`src/rtl/adder_pkg.sv`:
```
// Shared types and defaults for the bit-serial adder.
package adder_pkg;

    typedef enum logic [1:0] {IDLE, BUSY, DONE} state_t;

    localparam int DEFAULT_WIDTH = 4;

endpackage

```
`src/rtl/full_adder_1bit.sv`:
```
// Single-bit full adder cell, reused every cycle by the serial adder.
module full_adder_1bit (
    input  logic i_a,
    input  logic i_b,
    input  logic i_cin,
    output logic o_s,
    output logic o_cout
);

    assign o_s    = i_a ^ i_b ^ i_cin;
    assign o_cout = (i_a & i_b) | (i_a & i_cin) | (i_b & i_cin);

endmodule

```
`src/rtl/serial_adder_4bit.sv`:
```
// Bit-serial adder: one full-adder cell, LSB first, WIDTH cycles per add.
// Operands enter on a valid/ready start handshake, results leave on a done handshake.
module serial_adder_4bit
    import adder_pkg::*;
#(
    parameter int WIDTH = DEFAULT_WIDTH
) (
    input  logic             clk,
    input  logic             rst,
    input  logic             start_valid,
    output logic             start_ready,
    input  logic [WIDTH-1:0] A,
    input  logic [WIDTH-1:0] B,
    output logic [WIDTH-1:0] Sum,
    output logic             Carry,
    output logic             done_valid,
    input  logic             done_ready
);

    localparam int CW = $clog2(WIDTH + 1);
    localparam logic [CW-1:0] LAST = CW'(WIDTH - 1);

    state_t           r_state;
    logic [WIDTH-1:0] r_opA;
    logic [WIDTH-1:0] r_opB;
    logic [WIDTH-1:0] r_sum;
    logic             r_carry;
    logic [CW-1:0]    r_count;

    logic             w_s;
    logic             w_cout;
    logic [WIDTH-1:0] w_sumNext;

    full_adder_1bit u_cell (
        .i_a    (r_opA[0]),
        .i_b    (r_opB[0]),
        .i_cin  (r_carry),
        .o_s    (w_s),
        .o_cout (w_cout)
    );

    // New sum bit enters at the MSB; the cast keeps this valid for WIDTH=1.
    assign w_sumNext   = WIDTH'({w_s, r_sum} >> 1);
    assign start_ready = (r_state == IDLE);

    always_ff @(posedge clk) begin
        if (rst) begin
            r_state    <= IDLE;
            r_opA      <= '0;
            r_opB      <= '0;
            r_sum      <= '0;
            r_carry    <= 1'b0;
            r_count    <= '0;
            Sum        <= '0;
            Carry      <= 1'b0;
            done_valid <= 1'b0;
        end else begin
            case (r_state)
                IDLE: begin
                    if (start_valid) begin
                        r_opA   <= A;
                        r_opB   <= B;
                        r_sum   <= '0;
                        r_carry <= 1'b0;
                        r_count <= '0;
                        r_state <= BUSY;
                    end
                end
                BUSY: begin
                    r_opA   <= r_opA >> 1;
                    r_opB   <= r_opB >> 1;
                    r_sum   <= w_sumNext;
                    r_carry <= w_cout;
                    r_count <= r_count + CW'(1);
                    // Outputs only move here, so consumers never see partial sums.
                    if (r_count == LAST) begin
                        Sum        <= w_sumNext;
                        Carry      <= w_cout;
                        done_valid <= 1'b1;
                        r_state    <= DONE;
                    end
                end
                DONE: begin
                    if (done_ready) begin
                        done_valid <= 1'b0;
                        r_state    <= IDLE;
                    end
                end
                default: begin
                    r_state <= IDLE;
                end
            endcase
        end
    end

endmodule

```
`config.mk`:
```
export PLATFORM = sky130hd
export DESIGN_NAME = serial_adder_4bit
export DESIGN_NICKNAME = d
export VERILOG_FILES = /design/src/rtl/adder_pkg.sv /design/src/rtl/full_adder_1bit.sv /design/src/rtl/serial_adder_4bit.sv
export SDC_FILE = /design/constraint.sdc
export NUM_CORES = 1
export LEC_CHECK = 0
export BUFFER_PORTS_ARGS = -buffer_cell sky130_fd_sc_hd__buf_2
export CAP_MARGIN = 20
export CELL_PAD_IN_SITES_DETAIL_PLACEMENT = 0
export CELL_PAD_IN_SITES_GLOBAL_PLACEMENT = 1
export CORE_MARGIN = 4
export CORE_UTILIZATION = 36
export DETAILED_ROUTE_END_ITERATION = 7
export PLACE_DENSITY = 0.82
export SLEW_MARGIN = 15
export SYNTH_ARGS = -nofsm -noshare
export SYNTH_HDL_FRONTEND = slang
export SYNTH_SLANG_ARGS = --single-unit
```
`constraint.sdc`:
```
create_clock -name clk -period 1.2 [get_ports clk]
set_input_delay 0.06 -clock clk [delete_from_list [all_inputs] [get_ports clk]]
set_output_delay 0.06 -clock clk [all_outputs]
set_load 0.02 [all_outputs]
```
==> results by stage <==
Clock tree:
- The clock sink count is 23.
- The number of H-tree levels is 1.
- The number of hold buffers added after CTS is 0.
- The clock root buffer is sky130_fd_sc_hd__clkbuf_4.
- The CTS tree is yes.
- The clock passes through at most 2 buffers.
- The source-to-sink clock delay at the later pin of the worst-skew pair is 310 ps.
- The number of buffers created by CTS is 3.
- Clock-pin slew was measured on the worst setup and hold paths at approximately 130 ps.

Critical path:
- The critical path is of the register to register type.
- At the worst endpoint, the required time is ~1400 ps.
- In this design, the stage delay of the slowest critical-path cell is 530 ps.
- The highest fanout seen on the critical path is 2.
- The nature of the critical path endpoint is a register.
- For the worst setup path, the data arrival time is approximately 1400 ps.
- The critical path goes through fa_1, a22oi_1, nor2_1.
- The startpoint type of the worst setup path is a register.
- The slowest stage of the critical path is the sky130_fd_sc_hd__fa_1 cell.

Detailed routing:
- Summed over all nets, wire length on met3 after detailed routing comes to roughly 110 um.
- In the routed design, unresolved DRC markers number 0.
- The mean number of vias per cell is 5.25.
- The post-route antenna net violation count is 0.
- The top routing layer in use is met4.
- Dividing the detail-routed wire length by the instance count gives around 13 um.
- The via total after detailed routing is between 800 and 900.
- For this block, the initial DRC count from the detailed router was 29.
- Before antenna repair, the detailed router went through 5 iterations.
- The met2 routed wirelength is ~1000 um.
- Wires add up to about 2100 um.
- The detailed router put a total of 988 um of wire on met1.

Finish:
- The number of nets in the final layout is approximately 150.
- The fill cell instance count of the final layout is about 270.
- The cell area after layout is between 1000 and 1500 sq um.
- The post-route netlist has about a third of its cells at a drive strength greater than 1.
- The area added between synthesis and finish is 21.4%.
- The number of antenna diodes in the final layout is 0.

STA:
- For this run, the top clock speed supported by timing is between 800 and 900 MHz.
- Setup slack on the critical path of the routed design comes to -31.5 ps.
- The number of max-slew violations in the final report is 0.
- Setup repair after global routing could not meet its margin everywhere.
- The routed design could run at a clock period as short as between 1000 and 1500 ps.
- The number of hold violations in the final report is 0.
- Between clock sinks in the finished design, the worst skew comes to ~4.8 ps.
- Setup violations remaining at the end of the flow were counted as 2.
- The relative slew slack is between 70% and 80%.
- The final critical-path share of the clock period is 103%.
- The pin slew with the least headroom to its limit is 427 ps.

Placement:
- Once placement finished, the instance area stood at 1150 sq um.
- The routability congestion estimate from global placement is approximately 0.76.
- The detailed placement HPWL is roughly 1500 um.
- Buffers placed on the I/O ports in this run total 18.

Power and ir drop:
- In this run the static leakage power is about 0.0005 uW.
- The power consumption is 1380 uW.
- The areal power density over the cells is 1120 nW/um^2.
- VDD sags by at most around 0.55 mV.

Die:
- The die extent in x is approximately 61 um.
- The number of I/O pins is 19.
- In this run the core area contains 18 standard-cell rows.
- The die covers roughly 3700 sq um.
- The floorplan die height is 61.0 um.
- The area of the core is 2570 sq um.
- Once the floorplan was initialized, standard cells occupied roughly 39% of the core.

Yosys:
- In the post-synthesis netlist, the biggest area contributors are sky130_fd_sc_hd__dfxtp_1, sky130_fd_sc_hd__a21oi_1, sky130_fd_sc_hd__nor2_1, sky130_fd_sc_hd__a22oi_1, sky130_fd_sc_hd__ha_1.
- Counting every instance in the synthesized netlist gives roughly 110.
- The prevailing post-synth register cell is sky130_fd_sc_hd__dfxtp_1.
- Synthesis instantiated 28 different standard cells from the library.
- In this run the cell area of the synthesized design comes to 1010 sq um.
- The synthesized design contains 23 register bits.
- The share of async-settable or async-resettable flops after synthesis is 0%.
- The largest area contributor in the netlist is sky130_fd_sc_hd__dfxtp_1.
- The number of flops mapped to enable cells by yosys is 0.
- After synthesis, the most frequently instantiated cells are sky130_fd_sc_hd__dfxtp_1, sky130_fd_sc_hd__nor2_1, sky130_fd_sc_hd__a21oi_1, sky130_fd_sc_hd__nand2_1.
- The synthesized net count is approximately 130.
- Summed over its instances, the top area cell type makes up 45.5% of the synthesized netlist area.
- Yosys printed 0 warnings.
- The sequential area share after synthesis is 45.5%.
- The most common cell in the synthesized netlist is sky130_fd_sc_hd__dfxtp_1.
- The average cell area after synthesis is around 9.0 sq um.

Global route:
- Global routing finished with a remaining overflow of 0.
- The total routing usage reported by global routing is between 10% and 20%.
- The number of global-route vias before repair is around 810.
- The initial antenna violation count was 0.
- The first global-routing pass estimated 3530 um of wire.
- Entering global routing, the biggest net connects 24 pins.

Run status:
- The flow ran to the end, but the final reports show violations.
- The checks that failed: negative setup slack.

Hold path:
- The path class of the tightest hold or removal check is input pin to register.

Flow run:
- The tool flagged a number of max-cap violations equal to 0.
[cell families (layout without fill, tap and decap cells)]
group	count (synthesis)	in the layout	share of synthesized area, %
multiplexers	1	1	0.989
AND/OR/NAND/NOR	42	42	21.0
AO/OA/AOI/OAI	30	30	20.4
flip-flops	23	23	45.5
adder cells (fa/ha/maj)	4	4	5.69
buffers and inverters	13	35	6.43
[layout make-up]
type                       instances  area [sq um]  share of cell area (%)
clock buffer                       3          22.5                    1.83
clock inverter                     1          5.00                   0.407
inverter                           5          18.8                    1.53
multi-input combinational         77           524                    42.7
sequential                        23           470                    38.3
tap                               30          37.5                    3.05
timing repair buffer              26           150                    12.2
[flip-flops by register name (all words and copies together) (netlist names)]
name	flops
Carry	1
Sum	4
r_count	3
r_carry	1
r_opB	4
r_opA	4
r_sum	3
done_valid	1
r_state	2
[through the flow]
step,std cells,utilization [%],setup TNS [ps],hold WS (ps),setup slack (ps)
after detailed placement,161,44.9,-282,357,-63.6
final,165,47.9,-55.8,6.97,-31.5
after global routing,165,47.9,-447,8.59,-58.7
after floorplan,113,-,0,234,3.74
after global placement,161,44.9,-70.5,349,-17.8
after CTS,165,47.2,0,1.08,1.85
[metal layers]
layer | vias up | global-route usage [%]
met3 | 2 | 2.52
met5 | - | 0
met2 | 15 | 20.8
met4 | 0 | 5.57
li1 | 443 | -
met1 | 407 | 16.2
[worst paths after layout]
kind                                            start                       to  slack (ps)  depth (start not counted)
worst max-delay path            r_opA[0]$_SDFFE_PP0P_    r_sum[3]$_SDFFE_PP0P_         -30                          3
worst min-delay path                       done_ready  r_state[1]$_SDFFE_PP0P_           7                          3
worst max register to register  r_opA[0]$_SDFFE_PP0P_    r_sum[3]$_SDFFE_PP0P_         -30                          3
worst min register to register    Sum[3]$_SDFFE_PP0P_      Sum[3]$_SDFFE_PP0P_         460                          2
[report_power, final]
group / internal (uW) / switching (uW)
Sequential: 797 / 28.6
Clock: 125 / 244
Combinational: 90.9 / 96.5
[critical path: cells and delay by family, from the launching register on]
kind | cells | cell delay [ps]
flops | 1 | 360
fa+ha+maj | 1 | 530
compound gates | 1 | 200
simple gates | 1 | 50
[cells in the final DEF, fill, tap and decap left out, types with 4 or more instances in the layout]
master | netlist | routed
sky130_fd_sc_hd__dfxtp_2 | 0 | 5
sky130_fd_sc_hd__buf_2 | 4 | 18
sky130_fd_sc_hd__dfxtp_1 | 23 | 17
sky130_fd_sc_hd__inv_1 | 5 | 5
sky130_fd_sc_hd__nand2_1 | 7 | 7
sky130_fd_sc_hd__nor3_1 | 4 | 4
sky130_fd_sc_hd__buf_4 | 1 | 8
sky130_fd_sc_hd__a21oi_1 | 12 | 12
sky130_fd_sc_hd__nor2_1 | 15 | 15
sky130_fd_sc_hd__a22oi_1 | 5 | 5
[repair_timing]
item	in CTS	in global routing
setup endpoints to repair	10	12
pin swaps	7	10
resized for setup	9	6
endpoints found under the hold margin	0	0
buffers inserted	0	1
(Power assumes the default switching activity.)
